<file path="src/rtl/conv_scan_ctrl_pkg.sv">
`default_nettype none
// ----------------------------------------------------------------------
// conv_scan_ctrl_pkg: shared conv-layer encodings, geometry and helpers
// Revision: 1.0
// ----------------------------------------------------------------------
package conv_scan_ctrl_pkg;

  localparam int C_IMG_W     = 28;
  localparam int C_I_MIN_DEF = 1;
  localparam int C_I_MAX_DEF = C_IMG_W - 2;
  localparam int C_J_MIN_DEF = 1;
  localparam int C_J_MAX_DEF = C_IMG_W - 2;
  localparam int C_ADDR_W    = 10;

  localparam logic [2:0] C_ST_IDLE    = 3'd0;
  localparam logic [2:0] C_ST_ISSUE   = 3'd1;
  localparam logic [2:0] C_ST_WAIT    = 3'd2;
  localparam logic [2:0] C_ST_PRESENT = 3'd3;
  localparam logic [2:0] C_ST_DONE    = 3'd4;

  // Output-map address with wide intermediates, truncated to C_ADDR_W bits.
  function automatic logic [C_ADDR_W-1:0] f_out_addr(
    input logic [4:0]          i,
    input logic [4:0]          j,
    input logic [4:0]          i_min,
    input logic [4:0]          j_min,
    input logic [C_ADDR_W-1:0] row_w
  );
    logic [C_ADDR_W-1:0]   di;
    logic [C_ADDR_W-1:0]   dj;
    logic [2*C_ADDR_W-1:0] prod;
    di   = {{(C_ADDR_W-5){1'b0}}, i} - {{(C_ADDR_W-5){1'b0}}, i_min};
    dj   = {{(C_ADDR_W-5){1'b0}}, j} - {{(C_ADDR_W-5){1'b0}}, j_min};
    prod = {{C_ADDR_W{1'b0}}, di} * {{C_ADDR_W{1'b0}}, row_w};
    return prod[C_ADDR_W-1:0] + dj;
  endfunction

endpackage

`default_nettype wire

</file>
<file path="src/rtl/conv_scan_ctrl_counter.sv">
`default_nettype none
// ----------------------------------------------------------------------
// scan_index_counter: bounded nested i/j counter with clear and last flag
// Revision: 1.0
// ----------------------------------------------------------------------
module scan_index_counter
  import conv_scan_ctrl_pkg::*;
#(
  parameter int I_MIN = C_I_MIN_DEF,
  parameter int I_MAX = C_I_MAX_DEF,
  parameter int J_MIN = C_J_MIN_DEF,
  parameter int J_MAX = C_J_MAX_DEF
) (
  input  logic       clk,
  input  logic       rst,
  input  logic       i_clear,
  input  logic       i_advance,
  output logic [4:0] o_i,
  output logic [4:0] o_j,
  output logic [4:0] o_nxt_i,
  output logic [4:0] o_nxt_j,
  output logic       o_last
);

  localparam logic [4:0] C_I_MIN = 5'(I_MIN);
  localparam logic [4:0] C_I_MAX = 5'(I_MAX);
  localparam logic [4:0] C_J_MIN = 5'(J_MIN);
  localparam logic [4:0] C_J_MAX = 5'(J_MAX);

  logic [4:0] r_i;
  logic [4:0] r_j;
  logic [4:0] w_nxt_i;
  logic [4:0] w_nxt_j;

  // At the final position an advance holds; the owner decides what happens next.
  always_comb begin
    w_nxt_i = r_i;
    w_nxt_j = r_j;
    if (i_clear) begin
      w_nxt_i = C_I_MIN;
      w_nxt_j = C_J_MIN;
    end else if (i_advance) begin
      if (r_j < C_J_MAX) begin
        w_nxt_j = r_j + 5'd1;
      end else if (r_i < C_I_MAX) begin
        w_nxt_j = C_J_MIN;
        w_nxt_i = r_i + 5'd1;
      end
    end
  end

  always_ff @(posedge clk or negedge rst) begin
    if (!rst) begin
      r_i <= C_I_MIN;
      r_j <= C_J_MIN;
    end else begin
      r_i <= w_nxt_i;
      r_j <= w_nxt_j;
    end
  end

  assign o_i     = r_i;
  assign o_j     = r_j;
  assign o_nxt_i = w_nxt_i;
  assign o_nxt_j = w_nxt_j;
  assign o_last  = (r_i == C_I_MAX) && (r_j == C_J_MAX);

endmodule

`default_nettype wire

</file>
<file path="src/rtl/conv_scan_ctrl.sv">
`default_nettype none
// ----------------------------------------------------------------------
// conv_scan_ctrl: sequences one 3x3 conv pass with BRAM-latency wait
// Revision: 1.0
// ----------------------------------------------------------------------
module conv_scan_ctrl
  import conv_scan_ctrl_pkg::*;
#(
  parameter int I_MIN   = C_I_MIN_DEF,
  parameter int I_MAX   = C_I_MAX_DEF,
  parameter int J_MIN   = C_J_MIN_DEF,
  parameter int J_MAX   = C_J_MAX_DEF,
  parameter int MEM_LAT = 1,
  parameter int OUT_W   = C_IMG_W - 2
) (
  input  logic                clk,
  input  logic                rst,
  input  logic                i_start,
  input  logic                i_patch_ready,
  output logic [4:0]          o_i,
  output logic [4:0]          o_j,
  output logic                o_addr_gen,
  output logic                o_row_start,
  output logic                o_patch_valid,
  output logic [C_ADDR_W-1:0] o_out_addr,
  output logic                o_busy,
  output logic                o_done
);

  localparam logic [4:0]          C_I_MIN   = 5'(I_MIN);
  localparam logic [4:0]          C_J_MIN   = 5'(J_MIN);
  localparam logic [2:0]          C_MEM_LAT = 3'(MEM_LAT);
  localparam logic [C_ADDR_W-1:0] C_OUT_W   = C_ADDR_W'(OUT_W);

  logic [2:0]          r_state;
  logic [2:0]          r_cnt;
  logic                r_addr_gen;
  logic                r_row_start;
  logic                r_patch_valid;
  logic [C_ADDR_W-1:0] r_out_addr;
  logic                r_busy;
  logic                r_done;

  logic                w_clear;
  logic                w_xfer;
  logic                w_last;
  logic                w_advance;
  logic [4:0]          w_nxt_i;
  logic [4:0]          w_nxt_j;
  logic [C_ADDR_W-1:0] w_nxt_addr;

  assign w_clear    = (r_state == C_ST_IDLE) && i_start;
  assign w_xfer     = (r_state == C_ST_PRESENT) && i_patch_ready;
  assign w_advance  = w_xfer && !w_last;
  assign w_nxt_addr = f_out_addr(w_nxt_i, w_nxt_j, C_I_MIN, C_J_MIN, C_OUT_W);

  scan_index_counter #(
    .I_MIN (I_MIN),
    .I_MAX (I_MAX),
    .J_MIN (J_MIN),
    .J_MAX (J_MAX)
  ) u_idx (
    .clk       (clk),
    .rst       (rst),
    .i_clear   (w_clear),
    .i_advance (w_advance),
    .o_i       (o_i),
    .o_j       (o_j),
    .o_nxt_i   (w_nxt_i),
    .o_nxt_j   (w_nxt_j),
    .o_last    (w_last)
  );

  // Issue-cycle outputs are loaded on the edge entering ISSUE from the
  // counter's next position, so they line up with the updated i/j.
  always_ff @(posedge clk or negedge rst) begin
    if (!rst) begin
      r_state       <= C_ST_IDLE;
      r_cnt         <= 3'd0;
      r_addr_gen    <= 1'b0;
      r_row_start   <= 1'b0;
      r_patch_valid <= 1'b0;
      r_out_addr    <= '0;
      r_busy        <= 1'b0;
      r_done        <= 1'b0;
    end else begin
      r_addr_gen  <= 1'b0;
      r_row_start <= 1'b0;
      r_done      <= 1'b0;
      case (r_state)
        C_ST_IDLE: begin
          if (i_start) begin
            r_state     <= C_ST_ISSUE;
            r_cnt       <= C_MEM_LAT;
            r_busy      <= 1'b1;
            r_addr_gen  <= 1'b1;
            r_row_start <= (w_nxt_j == C_J_MIN);
            r_out_addr  <= w_nxt_addr;
          end
        end
        C_ST_ISSUE: begin
          r_cnt   <= C_MEM_LAT;
          r_state <= C_ST_WAIT;
        end
        C_ST_WAIT: begin
          r_cnt <= r_cnt - 3'd1;
          if (r_cnt <= 3'd1) begin
            r_state       <= C_ST_PRESENT;
            r_patch_valid <= 1'b1;
          end
        end
        C_ST_PRESENT: begin
          if (i_patch_ready) begin
            r_patch_valid <= 1'b0;
            if (w_last) begin
              r_state <= C_ST_DONE;
              r_done  <= 1'b1;
              r_busy  <= 1'b0;
            end else begin
              r_state     <= C_ST_ISSUE;
              r_addr_gen  <= 1'b1;
              r_row_start <= (w_nxt_j == C_J_MIN);
              r_out_addr  <= w_nxt_addr;
            end
          end
        end
        C_ST_DONE: begin
          r_state <= C_ST_IDLE;
        end
        default: begin
          r_state <= C_ST_IDLE;
        end
      endcase
    end
  end

  assign o_addr_gen    = r_addr_gen;
  assign o_row_start   = r_row_start;
  assign o_patch_valid = r_patch_valid;
  assign o_out_addr    = r_out_addr;
  assign o_busy        = r_busy;
  assign o_done        = r_done;

endmodule

`default_nettype wire

</file>
<file path="config.mk">
export PLATFORM = sky130hd
export DESIGN_NAME = conv_scan_ctrl
export DESIGN_NICKNAME = d
export VERILOG_FILES = /design/src/rtl/conv_scan_ctrl_pkg.sv /design/src/rtl/conv_scan_ctrl_counter.sv /design/src/rtl/conv_scan_ctrl.sv
export SDC_FILE = /design/constraint.sdc
export NUM_CORES = 1
export LEC_CHECK = 0
export ABC_AREA = 0
export CAP_MARGIN = 20
export CORE_ASPECT_RATIO = 1.2
export CORE_UTILIZATION = 57
export DETAILED_ROUTE_END_ITERATION = 8
export GPL_TIMING_DRIVEN = 0
export PLACE_DENSITY = 0.92
export RECOVER_POWER = 25
export SLEW_MARGIN = 15
export SYNTH_ARGS = -nofsm -noshare
export SYNTH_HDL_FRONTEND = slang
export SYNTH_HIERARCHICAL = 1
export SYNTH_SLANG_ARGS = --single-unit
</file>
<file path="constraint.sdc">
create_clock -name clk -period 5.7 [get_ports clk]
set_input_delay 1.14 -clock clk [delete_from_list [all_inputs] [get_ports clk]]
set_output_delay 1.14 -clock clk [all_outputs]
set_load 0.02 [all_outputs]
</file>
### Word-level counts from Yosys, hierarchy flattened

Index checks and enable logic that the tools add are counted.

| storage, ports and cells | value |
|---|---|
| register bits | 31 |
| input port bits | 4 |
| output and inout bits | 25 |
| logic and storage cells | 81 |

| cells by class | value |
|---|---|
| add/subtract/negate cells | 6 |
| $mul | 1 |
| magnitude comparators | 3 |
| eq/ne operators | 11 |
| muxes and demuxes | 36 |
| reductions and logical operators | 14 |

Operator list:

| cell | count |
|---|---|
| two-way mux 5 bit | 8 |
| two-way mux 10 bit | 3 |
| case mux 10 bit (2 select lines) | 1 |
| two-way mux 1 bit | 14 |
| two-way mux 3 bit | 4 |
| case mux 3 bit (4 select lines) | 1 |
| subtractor 5 x 1 -> 6 bit (second input constant) | 2 |
| adder 10 bit | 1 |
| adder 5 x 1 -> 5 bit (second input constant) | 2 |
| == test 5 bit (second input constant) | 2 |
| < comparator 5 bit (second input constant) | 2 |
| multiplier 10 x 4 -> 9 bit (second input constant) | 1 |
| inequality test 2 bit (second input constant) | 5 |
| case mux 3 bit (3 select lines) | 1 |
| case mux 1 bit (2 select lines) | 4 |
| AND reduction 4 bit | 2 |
| == test 3 x 2 -> 1 bit (second input constant) | 2 |
| AND reduction 3 bit | 2 |
| == test 5 x 1 -> 1 bit (second input constant) | 1 |
| logical AND 1 bit | 4 |
| nonzero test 2 bit | 2 |
| == test 3 x 1 -> 1 bit (second input constant) | 1 |
| less-or-equal comparator 3 x 1 -> 1 bit (second input constant) | 1 |
| zero test 3 bit | 1 |
| 4 further kinds | 4 |

### Longest topological paths before layout

| depth | value |
|---|---|
| depth after elaboration | 12 |
| gate-level depth with buffers | 27 |
| depth with buffers taken out | 26 |

### Cells and area by module

Netlist, hierarchy kept.

Modules (own cells, without submodules):

| module | instances | cells an instance | area each (um2) | sequential area each (um2) |
|---|---|---|---|---|
| conv_scan_ctrl | 1 | 203 | 1809.2 | 525.5 |
| scan_index_counter | 1 | 70 | 706.9 | 252.7 |

### Least setup slack after synthesis

No wires, ideal clock.

| timing path | value |
|---|---|
| kind | in2reg |
| start | in i_patch_ready |
| end | reg r_out_addr[8] (netlist: o_out_addr[8]) |
| setup time | 0.124 ns |
| data arrival time | 5.397 ns |
| required time | 5.576 ns |
| setup slack | 0.179 ns |
| stages on the path | 21 |
| path buffers | 2 |
| cell sequence | nand3_1 nor2_1 buf_4 inv_2 nor4b_4 mux2_1 or3_1 buf_6 nor3_1 inv_1 fa_1 inv_1 ha_1 a21o_1 a21oi_1 xnor2_1 ha_1 nand2b_1 nor3_1 a211o_1 a211o_1 |

| between the ends | value |
|---|---|
| cells in the longest elaborated chain, start to end | 10 |
| elaborated cells between the ends (all ways) | 16 |
| those cells by class | add/sub (3); mul (1); eq/ne (1); mux (8); reduce/logical (3) |

RTL lines:

| item | line | source |
|---|---|---|
| start: declaration | conv_scan_ctrl.sv:19 | `input logic i_patch_ready,` |
| logical AND 1 bit * | conv_scan_ctrl.sv:53 | `assign w_xfer = (r_state == C_ST_PRESENT) && i_patch_ready;` |
| logical AND 1 bit * | conv_scan_ctrl.sv:54 | `assign w_advance = w_xfer && !w_last;` |
| net w_advance | conv_scan_ctrl.sv:47 | `logic w_advance;` |
| two-way mux 5 bit * | conv_scan_ctrl_counter.sv:42 | `end else if (i_advance) begin` |
| two-way mux 5 bit * | conv_scan_ctrl_counter.sv:39 | `if (i_clear) begin` |
| net w_nxt_i[2] | conv_scan_ctrl.sv:48 | `logic [4:0] w_nxt_i;` |
| subtractor 5 x 1 -> 6 bit * | conv_scan_ctrl_pkg.sv:32 | `di = {{(C_ADDR_W-5){1'b0}}, i} - {{(C_ADDR_W-5){1'b0}}, i_min};` |
| multiplier 10 x 4 -> 9 bit * | conv_scan_ctrl_pkg.sv:34 | `prod = {{C_ADDR_W{1'b0}}, di} * {{C_ADDR_W{1'b0}}, row_w};` |
| adder 10 bit * | conv_scan_ctrl_pkg.sv:35 | `return prod[C_ADDR_W-1:0] + dj;` |
| two-way mux 10 bit | conv_scan_ctrl.sv:115 | `if (w_last) begin` |
| two-way mux 10 bit | conv_scan_ctrl.sv:113 | `if (i_patch_ready) begin` |
| case mux 10 bit (2 select lines) * | conv_scan_ctrl.sv:90 | `case (r_state)` |
| end signal: assignment | conv_scan_ctrl.sv:98 | `r_out_addr <= w_nxt_addr;` |
| end signal: assignment | conv_scan_ctrl.sv:123 | `r_out_addr <= w_nxt_addr;` |
| end: declaration | conv_scan_ctrl.sv:40 | `logic [C_ADDR_W-1:0] r_out_addr;` |

The timed path passes the listed nets; every way through them passes the cells marked *. The select of a mux whose other input is x is not followed.
A chain may end at the register's enable or synchronous reset.

### Worst setup path after layout

Same ends and word-level chain as after synthesis.

==> results.tsv <==
metric	value	unit
outcome	finished with violations	
violations	capacitance limit, slew limit	
syn_avg_cell_area	9.217	um^2
cpPeakStageDelay	0.50	ns
synth_area	2516	um^2
portBuffers	28	
critPathCaptureType	flop	
cts.sinks	31	
first_iter_violations	146	
critPathArrivalTime	5.57	ns
synth_cell_types	52	
via_per_inst	5.733	
numCtsBuffers	5	
route.detailed.drc	0	
yosys_warnings	6	
dr.pass1.iters	4	
skew	0.008644	ns
rrSetupSlack	0.37	ns
yosysTopAreaCell	dfrtp_1	
critPathMaxFanout	6	
syn2layout_area_growth	24.37	%
n_antenna_cell	0	
htreeDepth	2	
synth_top_area_share	28.84	%
worst_pin_slew	1.589	ns
met1_length	2118	um
die_area	4685	um^2
hp-class	flop to flop	
synthArstFlopShare	100.0	%
nFillCells	274	
start_kind	input port	
stdcell_area	3129	um^2
rr_endpoint	o_out_addr[8]$_DFFE_PN0P_	
period_share	94.63	%
slowest_stage	fa_1	
final_util	73.43	%
cp_common_cell	ha_1	
via_count	2127	
grt_overflow	0	
netlist_instances	273	
rows	26	
wirelength	5468	um
finalCriticalPeriod	5.394	ns
ant_nets	0	
criticalPathCategory	input port to flop	
fin_nets	351	
track_usage	25.18	%
synth_edf_count	0	
r2r-start	u_idx/o_i[0]$_DFF_PN1_	
chipWidth	62.65	um
grt_pass1_wl	8970	um
gp_congestion	0.8752	
ys_ff_latch	31	
synth_area_leaders	dfrtp_1 29%, ha_1 14%, inv_1 4.5%	
max_freq	185.4	MHz
synth_top_flop_cell	dfrtp_1	
ys_seq_area_share	30.93	%
clk_pin_slew	0.07	ns
wl_per_cell	14.74	um
cts_root_buf	clkbuf_8	
rsz0062_at_grt	no	
placed_area	2861	um^2
r2r_cells	25	
hold_viol_final	0	
routed.top_layer	met4	
cp-startpoint	i_patch_ready	
clockBufferDepth	2	
dpl_worst_slack	-0.8728	ns
cap_violations	1	
grt_pass1_vias	2058	
synth_nets	310	
die_height	74.78	um
setup_viol_count_final	0	
crit_chain	clkbuf_2 -> nand3_2 -> nor2_1 -> buf_4 -> inv_2 -> nor4b_4 -> mux2_4 -> or3_1 -> buf_6 -> xnor2_1 -> ha_1 -> inv_1 -> fa_1 -> inv_1 -> ha_1 -> a21o_1 -> a21oi_2 -> xnor2_1 -> ha_1 -> nand2b_1 -> nor3_1 -> a211o_1 -> a211o_1	
insertion_delay	0.29	ns
initial_utilization	59.04	%
dp_hpwl	3863	um
cts_tree	built	
wl_met2	2970	um
antenna_found_initial	0	
grt_max_degree	32	
drv_slew	32	
layout-drive-gt1-share	15.56	%
routed-wl-met3	198	um
required	5.88	ns
worst_slack	0.3061	ns
core-area	4262	um^2
crit_end	o_out_addr[8]$_DFFE_PN0P_	
io_pins	29	
slew_headroom	-5.911	%
[critical path: cells and delay by family]
family | cells | cell delay [ns]
XOR/XNOR | 2 | 0.25
buffers and inverters | 6 | 0.56
adder cells (fa/ha/maj) | 4 | 1.41
AO/OA/AOI/OAI | 4 | 0.87
AND/OR/NAND/NOR | 6 | 0.99
multiplexers | 1 | 0.34
[cells in the mapped netlist (5+ instances only)]
| library cell | number |
|---|---|
| nand2b_1 | 6 |
| fa_1 | 5 |
| nor2_1 | 19 |
| nor3_1 | 6 |
| a21o_1 | 5 |
| inv_1 | 30 |
| o21ai_0 | 16 |
| xor2_1 | 11 |
| a21oi_1 | 15 |
| ha_1 | 28 |
| nand2_1 | 21 |
| nand3_1 | 5 |
| dfrtp_1 | 29 |
| xnor2_1 | 9 |
[stage by stage]
stage	TNS (ns)	hold slack, ns	std cells
floorplan	0	0.5061	273
global placement	-2.103	0.4593	357
detailed placement	-2.709	0.4756	357
CTS	0	0.4924	371
global route	0	0.5144	371
finish	0	0.4884	371
[cell type report]
cell class | count | area (um^2) | area share, %
clock inverters | 2 | 60.06 | 1.919
multi-input cells | 202 | 1655 | 52.90
repair buffers | 34 | 316.6 | 10.12
well taps | 56 | 70.07 | 2.239
plain buffers | 9 | 60.06 | 1.919
clock buffers | 6 | 72.57 | 2.319
inverters | 31 | 116.4 | 3.719
flip-flops and latches | 31 | 778.2 | 24.87
[cells in the final DEF, fill, tap and decap left out, types with 8 or more instances in the layout]
| cell type | count |
|---|---|
| dfrtp_1 | 29 |
| xor2_1 | 10 |
| a21oi_1 | 14 |
| clkdlybuf4s50_1 | 25 |
| inv_1 | 30 |
| nor2_1 | 17 |
| nand2_1 | 21 |
| ha_1 | 27 |
| xnor2_1 | 8 |
| o21ai_0 | 16 |
[what timing repair did]
item	4_1_cts	5_1_grt
resized for setup	13	12
buffers inserted	6	0
gates cloned	0	0
hold buffers	0	0
endpoints found under the setup margin	3	3
pin swaps	3	2
[layer usage]
metal	track usage (%)	vias to the layer above
met2	46.62	63
met5	0	-
li1	-	1022
met3	5.152	15
met4	14.99	0
met1	26.97	1027
[worst min path at each step]
stage                                          from                   endpoint  cells past startpoint
after detailed placement  o_out_addr[7]$_DFFE_PN0P_  o_out_addr[7]$_DFFE_PN0P_                      2
after floorplan                r_cnt[0]$_DFFE_PN0P_       r_cnt[0]$_DFFE_PN0P_                      1
after global routing      o_out_addr[4]$_DFFE_PN0P_  o_out_addr[4]$_DFFE_PN0P_                      2
after global placement    o_out_addr[1]$_DFFE_PN0P_  o_out_addr[1]$_DFFE_PN0P_                      2
after CTS                 o_out_addr[5]$_DFFE_PN0P_  o_out_addr[5]$_DFFE_PN0P_                      2
final                     o_out_addr[5]$_DFFE_PN0P_  o_out_addr[5]$_DFFE_PN0P_                      2
[logic make-up (layout without fill, tap and decap cells)]
| family | Yosys count | after routing | synth area share (%) |
|---|---|---|---|
| AND/OR/NAND/NOR | 78 | 78 | 16.86 |
| AO/OA/AOI/OAI | 64 | 64 | 17.11 |
| buffers and inverters | 40 | 82 | 6.862 |
| adder cells (fa/ha/maj) | 33 | 33 | 17.90 |
| flip-flops | 31 | 31 | 30.93 |
| XOR/XNOR | 21 | 21 | 7.857 |
| multiplexers | 6 | 6 | 2.486 |
[state kept, by name, summed over array words and instances, names as in the netlist]
| register | cells |
|---|---|
| r_cnt | 3 |
| o_patch_valid | 1 |
| o_done | 1 |
| o_addr_gen | 1 |
| r_state | 3 |
| o_busy | 1 |
| o_row_start | 1 |
| u_idx/o_j | 5 |
| u_idx/o_i | 5 |
| o_out_addr | 10 |
Power is not shown: default switching activity piles up to over one toggle a cycle in this logic, so the estimate is an artifact.
